$ cat src/rtl/univ_shift_engine.sv
// Universal shift register with parallel load, logical/arithmetic/rotate modes,
// multi-bit steps, serial-out capture and an autonomous burst engine.
//
// Ports:
//   clk_i      clock, all state updates on the rising edge
//   rst_ni     asynchronous reset, active-low
//   en_i       single-step enable (honoured only when idle)
//   mode_i     shift mode: 000 HOLD, 001 SHL, 010 SHR, 011 ROL, 100 ROR,
//              101 ASR, 110 SHL0, 111 reserved (HOLD)
//   d_i        serial data in (STEP bits)
//   load_i     parallel load strobe (aborts a running burst)
//   par_in_i   parallel load data
//   start_i    begin a burst of count_i steps
//   count_i    burst length in steps
//   out_o      register contents
//   sout_o     bits that left the register on the last step
//   busy_o     burst in progress
//   done_o     one-cycle pulse when a burst completes
module univ_shift_engine #(
   parameter int unsigned WIDTH = 8,
   parameter int unsigned STEP  = 1,
   parameter int unsigned CNT_W = $clog2(WIDTH + 1)
) (
   input  logic             clk_i,
   input  logic             rst_ni,
   input  logic             en_i,
   input  logic [2:0]       mode_i,
   input  logic [STEP-1:0]  d_i,
   input  logic             load_i,
   input  logic [WIDTH-1:0] par_in_i,
   input  logic             start_i,
   input  logic [CNT_W-1:0] count_i,
   output logic [WIDTH-1:0] out_o,
   output logic [STEP-1:0]  sout_o,
   output logic             busy_o,
   output logic             done_o
);

   localparam logic [2:0] M_SHL  = 3'b001;
   localparam logic [2:0] M_SHR  = 3'b010;
   localparam logic [2:0] M_ROL  = 3'b011;
   localparam logic [2:0] M_ROR  = 3'b100;
   localparam logic [2:0] M_ASR  = 3'b101;
   localparam logic [2:0] M_SHL0 = 3'b110;

   typedef enum logic {ST_IDLE, ST_RUN} state_e;

   state_e           state_q, state_d;
   logic [WIDTH-1:0] out_q, out_d;
   logic [STEP-1:0]  sout_q, sout_d;
   logic             busy_q, busy_d;
   logic             done_q, done_d;
   logic [CNT_W-1:0] cnt_q, cnt_d;
   logic [2:0]       mode_q, mode_d;

   logic [2:0]       sh_mode;
   logic [WIDTH-1:0] sh_val;
   logic [STEP-1:0]  sh_sout;

   // Shift datapath: a burst uses the mode latched at start, otherwise the live mode.
   // HOLD and the reserved code leave both the register and sout untouched.
   always_comb begin
      sh_mode = (state_q == ST_RUN) ? mode_q : mode_i;
      sh_val  = out_q;
      sh_sout = sout_q;
      case (sh_mode)
         M_SHL: begin
            sh_val  = {out_q[WIDTH-STEP-1:0], d_i};
            sh_sout = out_q[WIDTH-1:WIDTH-STEP];
         end
         M_SHR: begin
            sh_val  = {d_i, out_q[WIDTH-1:STEP]};
            sh_sout = out_q[STEP-1:0];
         end
         M_ROL: begin
            sh_val  = {out_q[WIDTH-STEP-1:0], out_q[WIDTH-1:WIDTH-STEP]};
            sh_sout = out_q[WIDTH-1:WIDTH-STEP];
         end
         M_ROR: begin
            sh_val  = {out_q[STEP-1:0], out_q[WIDTH-1:STEP]};
            sh_sout = out_q[STEP-1:0];
         end
         M_ASR: begin
            sh_val  = WIDTH'($signed(out_q) >>> STEP);
            sh_sout = out_q[STEP-1:0];
         end
         M_SHL0: begin
            sh_val  = {out_q[WIDTH-STEP-1:0], STEP'(0)};
            sh_sout = out_q[WIDTH-1:WIDTH-STEP];
         end
         default: ;
      endcase
   end

   // Next-state: load beats start beats en when idle; load aborts a burst silently.
   always_comb begin
      state_d = state_q;
      out_d   = out_q;
      sout_d  = sout_q;
      busy_d  = busy_q;
      done_d  = 1'b0;
      cnt_d   = cnt_q;
      mode_d  = mode_q;
      case (state_q)
         ST_IDLE: begin
            if (load_i) begin
               out_d = par_in_i;
            end else if (start_i) begin
               if (count_i != '0) begin
                  mode_d  = mode_i;
                  cnt_d   = count_i;
                  busy_d  = 1'b1;
                  state_d = ST_RUN;
               end else begin
                  done_d = 1'b1;
               end
            end else if (en_i) begin
               out_d  = sh_val;
               sout_d = sh_sout;
            end
         end
         ST_RUN: begin
            if (load_i) begin
               out_d   = par_in_i;
               busy_d  = 1'b0;
               cnt_d   = '0;
               state_d = ST_IDLE;
            end else begin
               out_d  = sh_val;
               sout_d = sh_sout;
               cnt_d  = cnt_q - CNT_W'(1);
               if (cnt_q == CNT_W'(1)) begin
                  busy_d  = 1'b0;
                  done_d  = 1'b1;
                  state_d = ST_IDLE;
               end
            end
         end
         default: state_d = ST_IDLE;
      endcase
   end

   // State register
   always_ff @(posedge clk_i or negedge rst_ni) begin
      if (!rst_ni) begin
         state_q <= ST_IDLE;
         out_q   <= '0;
         sout_q  <= '0;
         busy_q  <= 1'b0;
         done_q  <= 1'b0;
         cnt_q   <= '0;
         mode_q  <= '0;
      end else begin
         state_q <= state_d;
         out_q   <= out_d;
         sout_q  <= sout_d;
         busy_q  <= busy_d;
         done_q  <= done_d;
         cnt_q   <= cnt_d;
         mode_q  <= mode_d;
      end
   end

   assign out_o  = out_q;
   assign sout_o = sout_q;
   assign busy_o = busy_q;
   assign done_o = done_q;

endmodule
$ cat config.mk
export PLATFORM = sky130hd
export DESIGN_NAME = univ_shift_engine
export DESIGN_NICKNAME = d
export VERILOG_FILES = /design/src/rtl/univ_shift_engine.sv
export SDC_FILE = /design/constraint.sdc
export NUM_CORES = 1
export LEC_CHECK = 0
export BUFFER_PORTS_ARGS = -buffer_cell sky130_fd_sc_hd__buf_2
export CORE_MARGIN = 2
export CORE_UTILIZATION = 44
export CTS_BUF_LIST = sky130_fd_sc_hd__clkbuf_16
export CTS_CLUSTER_DIAMETER = 100
export DETAILED_ROUTE_END_ITERATION = 16
export PLACE_DENSITY_LB_ADDON = 0.1
export SYNTH_ARGS = -nofsm -noshare
export SYNTH_HDL_FRONTEND = slang
export SYNTH_SLANG_ARGS = --single-unit
$ cat constraint.sdc
create_clock -name clk_i -period 2.35 [get_ports clk_i]
set_input_delay 0.47 -clock clk_i [delete_from_list [all_inputs] [get_ports clk_i]]
set_output_delay 0.47 -clock clk_i [all_outputs]
set_load 0.05 [all_outputs]
==> results of run 1 <==
-- logic make-up after synthesis --
logic type | synth area share (%)
compound gates | 19.1
flops | 39.7
xor+xnor | 1.46
mux | 21.0
buf+inv | 4.39
simple gates | 12.1
fa+ha+maj | 2.09
-- registers in the layout, indices dropped and copies added (netlist names) --
signal / cells
busy_o: 1
cnt_q: 4
done_o: 1
mode_q: 3
out_o: 8
sout_o: 1
state_q: 1
-- how the worst max path moves through the flow --
stage,start,to,slack (ns),cells past startpoint
after floorplan,state_q$_DFF_PN0_,sout_o$_DFFE_PN0P_,0.70,7
after global placement,state_q$_DFF_PN0_,out_o[0]$_DFFE_PN0P_,0.47,5
after detailed placement,state_q$_DFF_PN0_,out_o[0]$_DFFE_PN0P_,0.45,5
after CTS,state_q$_DFF_PN0_,out_o[0]$_DFFE_PN0P_,0.41,5
after global routing,state_q$_DFF_PN0_,out_o[6]$_DFFE_PN0P_,0.26,5
final,state_q$_DFF_PN0_,out_o[0]$_DFFE_PN0P_,0.40,5
-- cell usage after synthesis (2+ instances only) --
| library cell | count | area [um2] |
|---|---|---|
| nor2b_1 | 2 | 12.5 |
| a22oi_1 | 6 | 45.0 |
| clkbuf_1 | 3 | 11.3 |
| nand2_1 | 5 | 18.8 |
| o22ai_1 | 3 | 18.8 |
| o21ai_1 | 7 | 35.0 |
| dfrtp_1 | 19 | 475 |
| nand3_2 | 2 | 20.0 |
| nand4_1 | 2 | 12.5 |
| nor2_1 | 6 | 22.5 |
| buf_6 | 2 | 22.5 |
| a21oi_1 | 4 | 20.0 |
| mux2_4 | 3 | 45.0 |
| ha_1 | 2 | 25.0 |
| inv_1 | 5 | 18.8 |
| mux2_2 | 3 | 33.8 |
| mux2i_1 | 15 | 150 |
| xnor2_1 | 2 | 17.5 |
-- report_power, final --
part	switching (mW)	internal (mW)
Combinational	0.427	0.263
Clock	0.123	0.226
Sequential	0.108	0.427
Total	0.658	0.916
-- worst max-delay path, stage by stage (launching register included) --
cell and delay, ns:
dfrtp_1 0.57, mux2i_4 0.39, nand2_1 0.19, a21oi_4 0.34, a21oi_1 0.14, o31ai_2 0.22
-- area by class of cell --
type / instances / area, um2 / area share, %
well taps: 30 / 37.5 / 2.59
repair buffers: 33 / 170 / 11.7
clock inverters: 1 / 3.75 / 0.259
multi-input cells: 82 / 668 / 46.1
inverters: 5 / 18.8 / 1.30
flip-flops and latches: 19 / 475 / 32.8
clock buffers: 3 / 75.1 / 5.18
-- cell usage in the layout (no fill, tap or decap), types with 2 or more instances in the layout --
| cell | synthesis | final |
|---|---|---|
| buf_2 | 0 | 31 |
| dfrtp_1 | 19 | 19 |
| mux2i_1 | 15 | 15 |
| o21ai_1 | 7 | 7 |
| inv_1 | 5 | 6 |
| nor2_1 | 6 | 6 |
| a22oi_1 | 6 | 6 |
| nand2_1 | 5 | 5 |
| a21oi_1 | 4 | 4 |
| mux2_4 | 3 | 3 |
| mux2_2 | 3 | 3 |
| o22ai_1 | 3 | 3 |
| clkbuf_16 | 0 | 3 |
| nand3_2 | 2 | 2 |
| nand4_1 | 2 | 2 |
| nor2b_1 | 2 | 2 |
| xnor2_1 | 2 | 2 |
| ha_1 | 2 | 2 |
| buf_4 | 0 | 2 |
-- routing by layer --
| layer | vias to the layer above | global-route usage (%) | part of all wire, % |
|---|---|---|---|
| met5 | - | 0 | 0 |
| met4 | 0 | 5.10 | 0.78 |
| met3 | 2 | 2.56 | 4.5 |
| met2 | 27 | 25.0 | 45 |
| met1 | 462 | 23.3 | 50 |
| li1 | 477 | - | - |
==> results.sh, run 1 <==
export IMPL_netlist_cell_type_count=38
export IMPL_clkSlewWorstSetupHoldPaths_ns=0.06
export IMPL_synth_net_count=134
export IMPL_first_pass_iters=4
export IMPL_clk_latency_ns=0.25
export IMPL_worst_r2r_cell_count=5
export IMPL_rsz0062_at_grt="no"
export IMPL_nNetsFinal=167
export IMPL_clockRootBuffer="clkbuf_16"
export IMPL_cp_data_arrival_time_ns=2.11
export IMPL_status="finished clean"
export IMPL_total_power_mw=1.57
export IMPL_via_per_inst=5.60
export IMPL_htree_levels=1
export IMPL_io_buffers=31
export IMPL_finClkSkew_ns=0.00237
export IMPL_avgSynthCellArea_um2=10.8
export IMPL_core_um2=2520
export IMPL_ys_seq_area_share_pct=39.7
export IMPL_irDropWorstVdd_mv=0.814
export IMPL_grt_pass1_wl_um=4160
export IMPL_drcViolationCount=0
export IMPL_cp_required_ns=2.51
export IMPL_ctsHoldBuffers=0
export IMPL_drt_initial_drc_count=22
export IMPL_cts_setup_buffers=0
export IMPL_wl_per_cell_um=14.0
export IMPL_synth_edf_count=0
export IMPL_antennaDiodeCount=0
export IMPL_ctsResizeCount=0
export IMPL_cts_sinks=19
export IMPL_clockBufferDepth=2
export IMPL_cts_made_buffers=3
export IMPL_ant_nets=0
export IMPL_final_cells=173
export IMPL_fin_ws_ns=0.405
export IMPL_die_area_um2=3150
export IMPL_grt_ovfl_total=0
export IMPL_vias=968
export IMPL_finalMaxSlewViolations=0
export IMPL_place_congestion=0.840
export IMPL_area_growth_pct=21.1
export IMPL_maxSlewHeadroom_pct=60.1
export IMPL_fp_dieH_um=56.1
export IMPL_min_period_over_period_pct=82.8
export IMPL_fillers=222
export IMPL_gr_usage_all_layers_pct=16.2
export IMPL_yosys_register_bits=19
export IMPL_routed_wl_um=2420
export IMPL_final_hold_violation_count=0
export IMPL_p_leak_nw=0.669
export IMPL_path_class="reg2reg"
export IMPL_reg2reg_from="state_q$_DFF_PN0_"
export IMPL_worstPathMaxFanout=7
export IMPL_worstReg2RegEnd="out_o[0]$_DFFE_PN0P_"
export IMPL_pre_cts_slack_ns=0.452
export IMPL_rows=18
export IMPL_power_per_cell_area_nw_per_um2=1090
export IMPL_yosysWarnings=0
export IMPL_ioPinCount=32
export IMPL_synth_main_ff_cell="dfrtp_1"
export IMPL_hold_slack_ns=0.152
export IMPL_place_hpwl_um=1820
export IMPL_setup_viol_count_final=0
export IMPL_hold_path_class="in2async"
export IMPL_r2r_slack_ns=0.40
export IMPL_cts_tree="done"
export IMPL_final_area_um2=1450
export IMPL_synthArstFlopShare_pct=100
export IMPL_final_util_pct=57.4
export IMPL_syn_inst=111
export IMPL_period_minus_slack_ns=1.95
export IMPL_syn_area_um2=1200
export IMPL_dp_cells=169
export IMPL_setup_tns_ns=0
export IMPL_worst_pin_slew_ns=0.592
export IMPL_critPathLaunchType="register"
export IMPL_grt_max_degree=20
export IMPL_end_kind="register"
export IMPL_fmax_mhz=514
export IMPL_cap_violations=0
export IMPL_drive_gt1_share_pct=35.0
export IMPL_antenna_found_initial=0
export IMPL_initial_utilization_pct=47.4
export IMPL_die_x_um=56.1
export IMPL_first_global_vias=903
export IMPL_dpl_instance_area_um2=1370
No activity file was read; power rests on OpenSTA's default activity.
==> run 2, diff against run 1 <==
clock period = 1.66 ns   (was 2.35 ns; I/O delays follow)
==> results.sh, run 2 (synthesis gave the netlist of run 1 again) <==
export IMPL_status="finished, violations left"
export IMPL_violations="setup timing"
export IMPL_layout_commonest_cell="buf_2"
export IMPL_cp_required_ns=1.79
export IMPL_finClkSkew_ns=0.00332
export IMPL_setup_viol_count_final=8
export IMPL_maxSlewHeadroom_pct=70.3
export IMPL_fp_dieH_um=56.1
export IMPL_grt_util_met2_pct=27.9
export IMPL_place_congestion=0.894
export IMPL_pwr_share_comb_pct=47.9
export IMPL_final_util_pct=65.3
export IMPL_cap_violations=0
export IMPL_critPathLaunchType="register"
export IMPL_path_class="reg2reg"
export IMPL_place_hpwl_um=1990
export IMPL_fin_ws_ns=-0.0388
export IMPL_grt_ovfl_total=0
export IMPL_setup_tns_ns=-0.185
export IMPL_cts_made_buffers=3
export IMPL_die_area_um2=3150
export IMPL_worstPathMaxFanout=7
export IMPL_grt_max_degree=20
export IMPL_cts_tree="done"
export IMPL_r2r_slack_ns=-0.04
export IMPL_wl_per_cell_um=14.7
export IMPL_p_leak_nw=0.759
export IMPL_clockBufferDepth=2
export IMPL_grt_use_met3_pct=4.65
export IMPL_grt_pass1_wl_um=4530
export IMPL_ctsHoldBuffers=0
export IMPL_clk_latency_ns=0.25
export IMPL_drt_initial_drc_count=36
export IMPL_antennaDiodeCount=0
export IMPL_cts_sinks=19
export IMPL_rsz0062_at_grt="yes"
export IMPL_worst_r2r_cell_count=6
export IMPL_routed_wl_um=2760
export IMPL_swShare_pct=41.3
export IMPL_pre_cts_slack_ns=-0.177
export IMPL_via_per_inst=5.49
export IMPL_clockRootBuffer="clkbuf_16"
export IMPL_min_period_over_period_pct=102
export IMPL_worstReg2RegEnd="sout_o$_DFFE_PN0P_"
export IMPL_worst_pin_slew_ns=0.446
export IMPL_drive_gt1_share_pct=47.5
export IMPL_finalMaxSlewViolations=0
export IMPL_mostFrequentLayoutCells="buf_2, dfrtp_1, mux2i_1, buf_4, o21ai_1"
export IMPL_end_kind="register"
export IMPL_ant_nets=0
export IMPL_antenna_found_initial=0
export IMPL_irDropWorstVdd_mv=1.06
export IMPL_switching_power_mw=1.00
export IMPL_largest_reg_flops=8
export IMPL_hold_slack_ns=0.0191
export IMPL_fillers=217
export IMPL_core_um2=2520
export IMPL_first_pass_iters=4
export IMPL_final_hold_violation_count=0
export IMPL_p_clk_share_pct=20.3
export IMPL_io_buffers=31
export IMPL_ioPinCount=32
export IMPL_drcViolationCount=0
export IMPL_total_power_mw=2.43
export IMPL_first_global_vias=1009
export IMPL_power_per_cell_area_nw_per_um2=1480
export IMPL_multi_input_area_um2=728
export IMPL_regArea_um2=477
export IMPL_vias=1032
export IMPL_die_x_um=56.1
export IMPL_p_int_mw=1.43
export IMPL_htree_levels=1
export IMPL_met1_usage_pct=24.5
export IMPL_cp_data_arrival_time_ns=1.83
export IMPL_fmax_mhz=589
export IMPL_busiest_layer="met2"
export IMPL_hold_path_class="in2async"
export IMPL_clkSlewWorstSetupHoldPaths_ns=0.06
export IMPL_nNetsFinal=182
export IMPL_p_seq_share_pct=31.8
export IMPL_period_minus_slack_ns=1.70
export IMPL_area_growth_pct=37.7
export IMPL_gr_usage_all_layers_pct=18.1
export IMPL_initial_utilization_pct=47.4
export IMPL_rows=18
export IMPL_crit_start="state_q$_DFF_PN0_"
export IMPL_reg2reg_from="state_q$_DFF_PN0_"
==> run 2: changes by cell type in the layout (fill, tap and decap cells not counted), moves of 2 or more <==
cell,previous run,this run
mux2i_1,15,13
mux2i_4,1,3
buf_4,2,13
buf_6,0,3
==> run 2: worst max-delay path: stages, from the launching register on <==
cell	delay, ns
dfrtp_2	0.47
buf_6	0.16
mux2_4	0.33
nand3_4	0.10
a31oi_4	0.09
or2_4	0.30
mux2i_1	0.12
==> run 2: stage by stage <==
| stage | instances | instance area [um2] |
|---|---|---|
| after floorplan | 111 | 1200 |
| after detailed placement | 181 | 1460 |
| after CTS | 187 | 1580 |
| after global placement | 181 | 1460 |
| final | 188 | 1650 |
| after global routing | 188 | 1650 |
==> run 2: final cells by class <==
class | count | area share, %
multi-input combinational | 82 | 44.2
tap | 30 | 2.28
clock buffer | 3 | 4.56
timing repair buffer | 48 | 18.6
clock inverter | 1 | 0.228
sequential | 19 | 29.0
inverter | 5 | 1.14
==> run 2: what timing repair did <==
action	CTS	global route
pin swaps	1	5
resized for setup	5	11
setup buffers	2	1
endpoints found under the setup margin	9	12
==> run 2: worst max path at each step <==
stage,endpoint,slack [ns],cells after the start
6_report,sout_o$_DFFE_PN0P_,-0.04,6
5_1_grt,out_o[1]$_DFFE_PN0P_,-0.08,6
4_1_cts,out_o[1]$_DFFE_PN0P_,-0.002,6
3_5_place_dp,sout_o$_DFFE_PN0P_,-0.18,6
3_3_place_gp,out_o[2]$_DFFE_PN0P_,-0.07,5
2_1_floorplan,sout_o$_DFFE_PN0P_,0.008,7
==> run 2: per-layer routing <==
metal / vias to the layer above / share of wire [%]
met2: 27 / 45
met4: 0 / 1.7
met5: - / 0
met3: 7 / 4.7
li1: 507 / -
met1: 491 / 49
==> run 2: power by group through the flow <==
stage | combinational (mW) | clock [mW] | sequential, mW
final | 1.17 | 0.494 | 0.773
after global routing | 1.25 | 0.522 | 0.796
after CTS | 1.10 | 0.503 | 0.760
after detailed placement | 1.05 | 0 | 0.768
after global placement | 1.03 | 0 | 0.757
after floorplan | 0.543 | 0 | 0.983
